## src/rtl/tl_buffer_param.sv

```systemverilog
`timescale 1ns/1ps
// ---------------------------------------------------------------------------
// tl_buffer_param
// Purpose : TileLink-style channel buffer. The A channel (requests flowing
//           downstream) and the D channel (responses flowing back upstream)
//           each pass through an independent circular FIFO whose depth,
//           flow-through and pipelined-full behaviour are set by parameters.
//           A depth of 0 turns a channel into plain wires.
// Ports   : clock, reset             - single clock, async active-high reset
//           a_in_*  (valid/ready/bits) - A channel from upstream
//           a_out_* (valid/ready/bits) - A channel to downstream
//           d_in_*  (valid/ready/bits) - D channel from downstream
//           d_out_* (valid/ready/bits) - D channel back to upstream
//           a_count, d_count         - current occupancy of each queue
//           idle                     - both queues empty
// ---------------------------------------------------------------------------

// Single-channel circular queue used for both A and D.
// Ports: clock/reset, in_* handshake, out_* handshake, count (occupancy),
// empty (no stored beats).
module tl_buffer_queue #(
  parameter int WIDTH = 8,
  parameter int DEPTH = 2,
  parameter int FLOW  = 0,
  parameter int PIPE  = 0
) (
  input  logic             clock,
  input  logic             reset,
  input  logic             in_valid,
  output logic             in_ready,
  input  logic [WIDTH-1:0] in_bits,
  output logic             out_valid,
  input  logic             out_ready,
  output logic [WIDTH-1:0] out_bits,
  output logic [3:0]       count,
  output logic             empty
);

  if (DEPTH == 0) begin : g_wire
    // Pure passthrough; handshakes are still held off while reset is high.
    assign out_valid = in_valid && !reset;
    assign in_ready  = out_ready && !reset;
    assign out_bits  = in_bits;
    assign count     = 4'd0;
    assign empty     = 1'b1;
  end else begin : g_fifo
    localparam int PW = (DEPTH > 1) ? $clog2(DEPTH) : 1;
    localparam logic [PW-1:0] LAST = PW'(DEPTH - 1);

    logic [PW-1:0]    enq_ptr_q, enq_ptr_d;
    logic [PW-1:0]    deq_ptr_q, deq_ptr_d;
    logic             maybe_full_q, maybe_full_d;
    logic [WIDTH-1:0] ram_q [DEPTH];

    logic ptr_match, is_empty, is_full, bypass, do_enq, do_deq;

    always_comb begin
      ptr_match = (enq_ptr_q == deq_ptr_q);
      is_empty  = ptr_match && !maybe_full_q;
      is_full   = ptr_match && maybe_full_q;
      bypass    = (FLOW != 0) && is_empty;

      out_valid = !reset && (!is_empty || (bypass && in_valid));
      in_ready  = !reset && (!is_full || ((PIPE != 0) && out_ready));
      out_bits  = bypass ? in_bits : ram_q[deq_ptr_q];
      empty     = is_empty;

      // A beat that flows straight through an empty queue never touches
      // storage, so neither pointer moves for it.
      do_enq = in_valid && in_ready && !(bypass && out_ready);
      do_deq = !reset && !is_empty && out_ready;

      enq_ptr_d = enq_ptr_q;
      if (do_enq) begin
        enq_ptr_d = (enq_ptr_q == LAST) ? '0 : enq_ptr_q + 1'b1;
      end

      deq_ptr_d = deq_ptr_q;
      if (do_deq) begin
        deq_ptr_d = (deq_ptr_q == LAST) ? '0 : deq_ptr_q + 1'b1;
      end

      // Equal pointers are ambiguous; the flag remembers which side moved last.
      maybe_full_d = maybe_full_q;
      if (do_enq != do_deq) begin
        maybe_full_d = do_enq;
      end

      if (is_full) begin
        count = 4'(DEPTH);
      end else if (enq_ptr_q >= deq_ptr_q) begin
        count = 4'(enq_ptr_q - deq_ptr_q);
      end else begin
        count = 4'(DEPTH) - 4'(deq_ptr_q - enq_ptr_q);
      end
    end

    always_ff @(posedge clock or posedge reset) begin
      if (reset) begin
        enq_ptr_q    <= '0;
        deq_ptr_q    <= '0;
        maybe_full_q <= 1'b0;
      end else begin
        enq_ptr_q    <= enq_ptr_d;
        deq_ptr_q    <= deq_ptr_d;
        maybe_full_q <= maybe_full_d;
      end
    end

    // Payload storage is deliberately left out of reset.
    always_ff @(posedge clock) begin
      if (do_enq) begin
        ram_q[enq_ptr_q] <= in_bits;
      end
    end
  end

endmodule

module tl_buffer_param #(
  parameter int ADDR_W  = 31,
  parameter int SRC_W   = 5,
  parameter int SZ_W    = 3,
  parameter int DATA_W  = 32,
  parameter int DEPTH_A = 2,
  parameter int DEPTH_D = 2,
  parameter int FLOW_A  = 0,
  parameter int FLOW_D  = 0,
  parameter int PIPE_A  = 0,
  parameter int PIPE_D  = 0,
  localparam int AW = 3 + 3 + SZ_W + SRC_W + ADDR_W + DATA_W / 8 + DATA_W + 1,
  localparam int DW = 3 + 2 + SZ_W + SRC_W + 1 + 1 + DATA_W + 1
) (
  input  logic          clock,
  input  logic          reset,
  input  logic          a_in_valid,
  output logic          a_in_ready,
  input  logic [AW-1:0] a_in_bits,
  output logic          a_out_valid,
  input  logic          a_out_ready,
  output logic [AW-1:0] a_out_bits,
  input  logic          d_in_valid,
  output logic          d_in_ready,
  input  logic [DW-1:0] d_in_bits,
  output logic          d_out_valid,
  input  logic          d_out_ready,
  output logic [DW-1:0] d_out_bits,
  output logic [3:0]    a_count,
  output logic [3:0]    d_count,
  output logic          idle
);

  logic a_empty, d_empty;

  tl_buffer_queue #(
    .WIDTH(AW), .DEPTH(DEPTH_A), .FLOW(FLOW_A), .PIPE(PIPE_A)
  ) u_a_queue (
    .clock    (clock),
    .reset    (reset),
    .in_valid (a_in_valid),
    .in_ready (a_in_ready),
    .in_bits  (a_in_bits),
    .out_valid(a_out_valid),
    .out_ready(a_out_ready),
    .out_bits (a_out_bits),
    .count    (a_count),
    .empty    (a_empty)
  );

  tl_buffer_queue #(
    .WIDTH(DW), .DEPTH(DEPTH_D), .FLOW(FLOW_D), .PIPE(PIPE_D)
  ) u_d_queue (
    .clock    (clock),
    .reset    (reset),
    .in_valid (d_in_valid),
    .in_ready (d_in_ready),
    .in_bits  (d_in_bits),
    .out_valid(d_out_valid),
    .out_ready(d_out_ready),
    .out_bits (d_out_bits),
    .count    (d_count),
    .empty    (d_empty)
  );

  assign idle = a_empty && d_empty;

endmodule

```

## config.mk

```make
export PLATFORM = sky130hd
export DESIGN_NAME = tl_buffer_param
export DESIGN_NICKNAME = d
export VERILOG_FILES = /design/src/rtl/tl_buffer_param.sv
export SDC_FILE = /design/constraint.sdc
export NUM_CORES = 1
export LEC_CHECK = 0
export ABC_AREA = 1
export BUFFER_PORTS_ARGS = -buffer_cell sky130_fd_sc_hd__buf_2
export CAP_MARGIN = 10
export CORE_MARGIN = 1.5
export CORE_UTILIZATION = 47
export CTS_CLUSTER_DIAMETER = 40
export DETAILED_ROUTE_END_ITERATION = 12
export PLACE_DENSITY_LB_ADDON = 0.25
export RECOVER_POWER = 25
export SLEW_MARGIN = 20
export SYNTH_ARGS = -nofsm -noshare
export SYNTH_HDL_FRONTEND = slang
export SYNTH_SLANG_ARGS = --single-unit
```

## constraint.sdc

```tcl
create_clock -name clock -period 10.6 [get_ports clock]
set_input_delay 0 -clock clock [delete_from_list [all_inputs] [get_ports clock]]
set_output_delay 0 -clock clock [all_outputs]
set_load 0.02 [all_outputs]
```

# [After elaboration in Yosys (flattened, before gate mapping)]
# Memory sizes are Yosys's and may differ from the RTL's.
# Index checks and enable logic that the tools add are counted.
[word_totals] elab_cells=56 ram_bits=260 inputBits=136 n_memories=2 output_inout_bits=143 register_bits=6
[op_classes] magnitude_cmp=2 add_sub_neg=10 n_eq_ne=4 n_reduce_logical=20 muxes=12
[mem_list] memory="u_a_queue.g_fifo.ram_q" words=2 word_bits=82 read_ports=1 rd_clocked_by_memory_dff=0 wr=1 line="53" source="logic [WIDTH-1:0] ram_q [DEPTH];"
[mem_list] memory="u_d_queue.g_fifo.ram_q" words=2 word_bits=48 read_ports=1 rd_clocked_by_memory_dff=0 wr=1 line="53"
[op_table] operator="4-bit two-way mux" n=4
[op_table] operator="1-bit logical AND" n=13
[op_table] operator="1-bit two-way mux" n=8
[op_table] operator="1-bit by 1-bit subtractor with 2-bit output" n=4
[op_table] operator="2-bit by 4-bit subtractor with 4-bit output (first input constant)" n=2
[op_table] operator="1-bit logical NOT" n=7
[op_table] operator="1-bit adder (second input constant)" n=4
[op_table] operator="1-bit equality test" n=2
[op_table] operator="1-bit >= comparator" n=2
[op_table] operator="1-bit != test" n=2

# [Depth between registers and ports, before layout]
[depth] ltp_word=7 ltp_mapped=8 mapped_depth_nobuf=7

# [Hierarchy]
# A second synthesis with hierarchy kept.
[hier_totals] hier_cells=759 hier_area_um2=9979.6
[by_module_without_submodules] mod="tl_buffer_queue at u_a_queue" instances=1 cells_each=467 area_per_inst_um2=6202.2 seq_area_each_um2=4999.8
[by_module_without_submodules] mod="tl_buffer_queue at u_d_queue" instances=1 cells_each=290 area_per_inst_um2=3769.9 seq_area_each_um2=2957.8
[by_module_without_submodules] mod="tl_buffer_param" instances=1 cells_each=2 area_per_inst_um2=7.5 seq_area_each_um2=0.0

# [Least setup slack after synthesis]
# Ideal clock, no wire load.
[synth_path] path_type="register to register" startpoint="reg u_a_queue.g_fifo.deq_ptr_q" endpoint="mem u_a_queue.g_fifo.ram_q[1][0] (netlist name), enable pin" arrival_ps=4613 period_less_slack_ps=5135 required_ps=10077 path_stages_with_launch=7 path_slack_ps=5465 path_buffers=1 setup_ps=523 cell_sequence="dfrtp_1 > inv_2 > buf_2 > ha_1 > nand2_1 > nand3_4 > nor2_1"
[synth_via] elab_chain_len=7
[synth_lines] element="start, declared" line="51" source="logic [PW-1:0] deq_ptr_q, deq_ptr_d;"
[synth_lines] element="start signal, assigned" line="105" source="deq_ptr_q <= deq_ptr_d;"
[synth_lines] element="1-bit equality test" line="58" source="ptr_match = (enq_ptr_q == deq_ptr_q);"
[synth_lines] element="1-bit logical AND" line="60" source="is_full = ptr_match && maybe_full_q;"
[synth_lines] element="1-bit logical NOT" line="64" source="in_ready = !reset && (!is_full || ((PIPE != 0) && out_ready));"
[synth_lines] element="1-bit logical AND" line="64"
[synth_lines] element="1-bit logical AND" line="70" source="do_enq = in_valid && in_ready && !(bypass && out_ready);"
[synth_lines] element="1-bit two-way mux" line="112" source="if (do_enq) begin"
[synth_lines] element="1-bit two-way mux (implied by the code)" line="113" source="ram_q[enq_ptr_q] <= in_bits;"
[synth_lines] element="end, declared" line="53"
# No other way between the ends.

# [Final worst setup path]
[layout_path] startpoint="reg u_a_queue.g_fifo.deq_ptr_q" endpoint="mem u_a_queue.g_fifo.ram_q[1][12] (netlist name), enable pin"
# The elaborated chain is that of the path after synthesis.

==> metrics <==
status=finished clean; FF-to-FF End=u_a_queue.g_fifo.ram_q[1][12]; largest net degree at the start of global routing=86; # setup viols final=0; kind of cell adding the most delay to the critical path=buffers and inverters; H-tree depth=2; Reg2Reg Setup Slack=7.29 ns; crit start category=flop; # Post-CTS Setup Buffers=0; DR vias=6886; dpl cell area=11600 um^2; CP endpoint kind=flop; routability cong.=0.725; IO Pins=279; Max VDD drop=0.000219 V; Util after Layout=0.668; hold path start=d_in_valid; synthesized area=9940 um^2; core area=20900 um^2; R2R depth=7; Starting DRT DRC Count=324; Post-Synthesis Cells=752; critical path's slowest cell=buf_4; fin crit share=0.313; first-pass GRT wire length=34.0 mm; CP Max Fanout=84; PwrDens=270 nW/um^2; Routed Antenna Nets=0; Unique masters post-synth=17; hold path depth=4; worst setup path start=u_a_queue.g_fifo.deq_ptr_q; Die H=148 um; crit-path cells=inv_2 -> buf_4 -> ha_1 -> nand2_1 -> nand3_4 -> nor2_4 -> buf_4; crit-path most repeated cell=buf_4; DR vias/cell=4.67; root buf cell=clkbuf_16; Setup Skew=0.0187 ns; syn_area_per_cell=13.2 um^2; Nets=1317; Most used DFF post-synth=edfxtp_1; cts repair resizes=0; Port Buf Inserts=278; slew at the pin closest to its max-slew limit=1.00 ns; required time worst endpoint=10.71 ns; most instantiated cells after synthesis=nand2_1 (411), edfxtp_1 (260), buf_2 (21), inv_1 (15), nor2_1 (8); TritonCTS clock tree=built; RSZ-0062 raised after global routing=false; Overall Global Routing Usage=0.200; Die W=148 um; FMAX=302 MHz; DRT Pass-1 Iters=4; Yosys top cell by area=edfxtp_1; Hold Path Sink=u_d_queue.g_fifo.enq_ptr_q; top cells by area, synth=edfxtp_1 (79%), nand2_1 (16%), dfrtp_1 (1.5%); layout cells sized above 1=0.237; Final Max Slew Viols=0; Antenna Cells=0; Ys Warns=0; Worst-Skew Late Latency=0.50 ns; Area growth syn-to-layout=40.4%; drt drc=0; row count=53; WP buf/inv=3; setup TNS=0 ns; CTS Buf Count=34; synthesized flop and latch total=266; Leakage=5.91 nW; Routed Wire Length=22.4 mm; post-DP HPWL=12.7 mm; CTS Sinks=266; Longest Clk Path Bufs=3; Mapped Nets=893; max_cap viols=0; Post-synth EDFFs=260; share of the synthesized area in the top cell type=0.785; Hold Violations, Final=0; worst min-delay path class=in2reg; WL per Instance=15.2 um; crit path DAT=3.43 ns; CP max stage delay=0.81 ns; most numerous cell in the Yosys netlist=nand2_1; vias in the first global route=6911; sequential share of the synthesized area=0.800; Reg2Reg Launch Point=u_a_queue.g_fifo.deq_ptr_q; full die area=22000 um^2; Reg clk slew, reported paths=0.06 ns; initial antenna violation count=0; CP Class=reg2reg; ys async rst share=0.0226; total grt overflow=0; Starting Density=0.476; Slew HR=0.333; minimum clock period=3.31 ns; post-route cell area=14000 um^2
kinds of logic (layout without fill, tap and decap cells):
logic type / after synthesis / after routing / share of synthesized area
AND/OR/NAND/NOR: 428 / 428 / 0.165
flip-flops: 266 / 266 / 0.800
buffers and inverters: 48 / 496 / 0.0260
adder cells (fa/ha/maj): 5 / 5 / 0.00629
AO/OA/AOI/OAI: 5 / 5 / 0.00277
cell usage in the layout (no fill, tap or decap), drive strengths merged:
cell type    count
a21oi            2
buf            223
bufinv           4
clkbuf         103
clkinv           9
clkinvlp         4
dfrtp            6
dlygate4sd3    134
edfxtp         260
ha               5
inv             19
nand2          411
nand3            4
nand4            4
nor2             9
o21a             1
o21ai            2
worst max path at each step:
stage	endpoint	cells past startpoint
floorplan	u_a_queue.g_fifo.ram_q[1][0]	6
detailed placement	u_a_queue.g_fifo.ram_q[1][24]	7
CTS	u_a_queue.g_fifo.ram_q[1][47]	7
finish	u_a_queue.g_fifo.ram_q[1][12]	7
global placement	u_a_queue.g_fifo.ram_q[1][24]	7
global route	u_a_queue.g_fifo.ram_q[1][27]	7
stage by stage:
stage,setup slack [ns],std cells,hold WS (ns),power [W]
5_1_grt,6.98,1475,0.0559,0.00396
3_5_place_dp,7.20,1281,0.118,0.00262
6_report,7.29,1475,0.0483,0.00376
4_1_cts,7.19,1475,0.0348,0.00379
2_1_floorplan,5.46,752,-0.113,0.00221
3_3_place_gp,7.25,1281,0.0876,0.00261
state kept, by name, summed over array words and instances (netlist names):
| signal | cells |
|---|---|
| u_a_queue.g_fifo.enq_ptr_q | 1 |
| u_d_queue.g_fifo.enq_ptr_q | 1 |
| u_d_queue.g_fifo.maybe_full_q | 1 |
| u_d_queue.g_fifo.ram_q | 96 |
| u_a_queue.g_fifo.deq_ptr_q | 1 |
| u_a_queue.g_fifo.ram_q | 164 |
| u_d_queue.g_fifo.deq_ptr_q | 1 |
| u_a_queue.g_fifo.maybe_full_q | 1 |
layout make-up:
type                    count  area, um^2
repair buffers            419        2710
clock buffers              41         908
clock inverters            19         219
well taps                 275         344
fillers                  1533        6930
multi-input cells         438        1750
inverters                  17        63.8
flip-flops and latches    266        7960
per-layer routing:
layer / vias to the layer above / global-route usage / part of all wire / routed length (um)
met5: - / 0 / 0 / 0
met3: 48 / 0.0807 / 0.099 / 2230
met1: 3187 / 0.226 / 0.37 / 8270
met4: 0 / 0.0713 / 0.024 / 549
li1: 3379 / - / - / -
met2: 272 / 0.342 / 0.51 / 11400
what timing repair did:
action,in CTS,in global routing
hold endpoints to repair,278,0
hold buffers,134,0
setup endpoints to repair,0,0
power breakdown:
part,internal [W],leakage (nW),switching (W),total [W]
logic,0.000359,2.92,0.000905,0.00126
clock network,0.000712,0.541,0.000418,0.00113
registers,0.00133,2.44,0.0000380,0.00137
total,0.00240,5.91,0.00136,0.00376
worst min-delay path, cell delays in order:
cell	delay [ns]
buf_2	0.10
nand3_1	0.23
nand2_1	0.10
nand2_1	0.07
(Power assumes the default switching activity.)
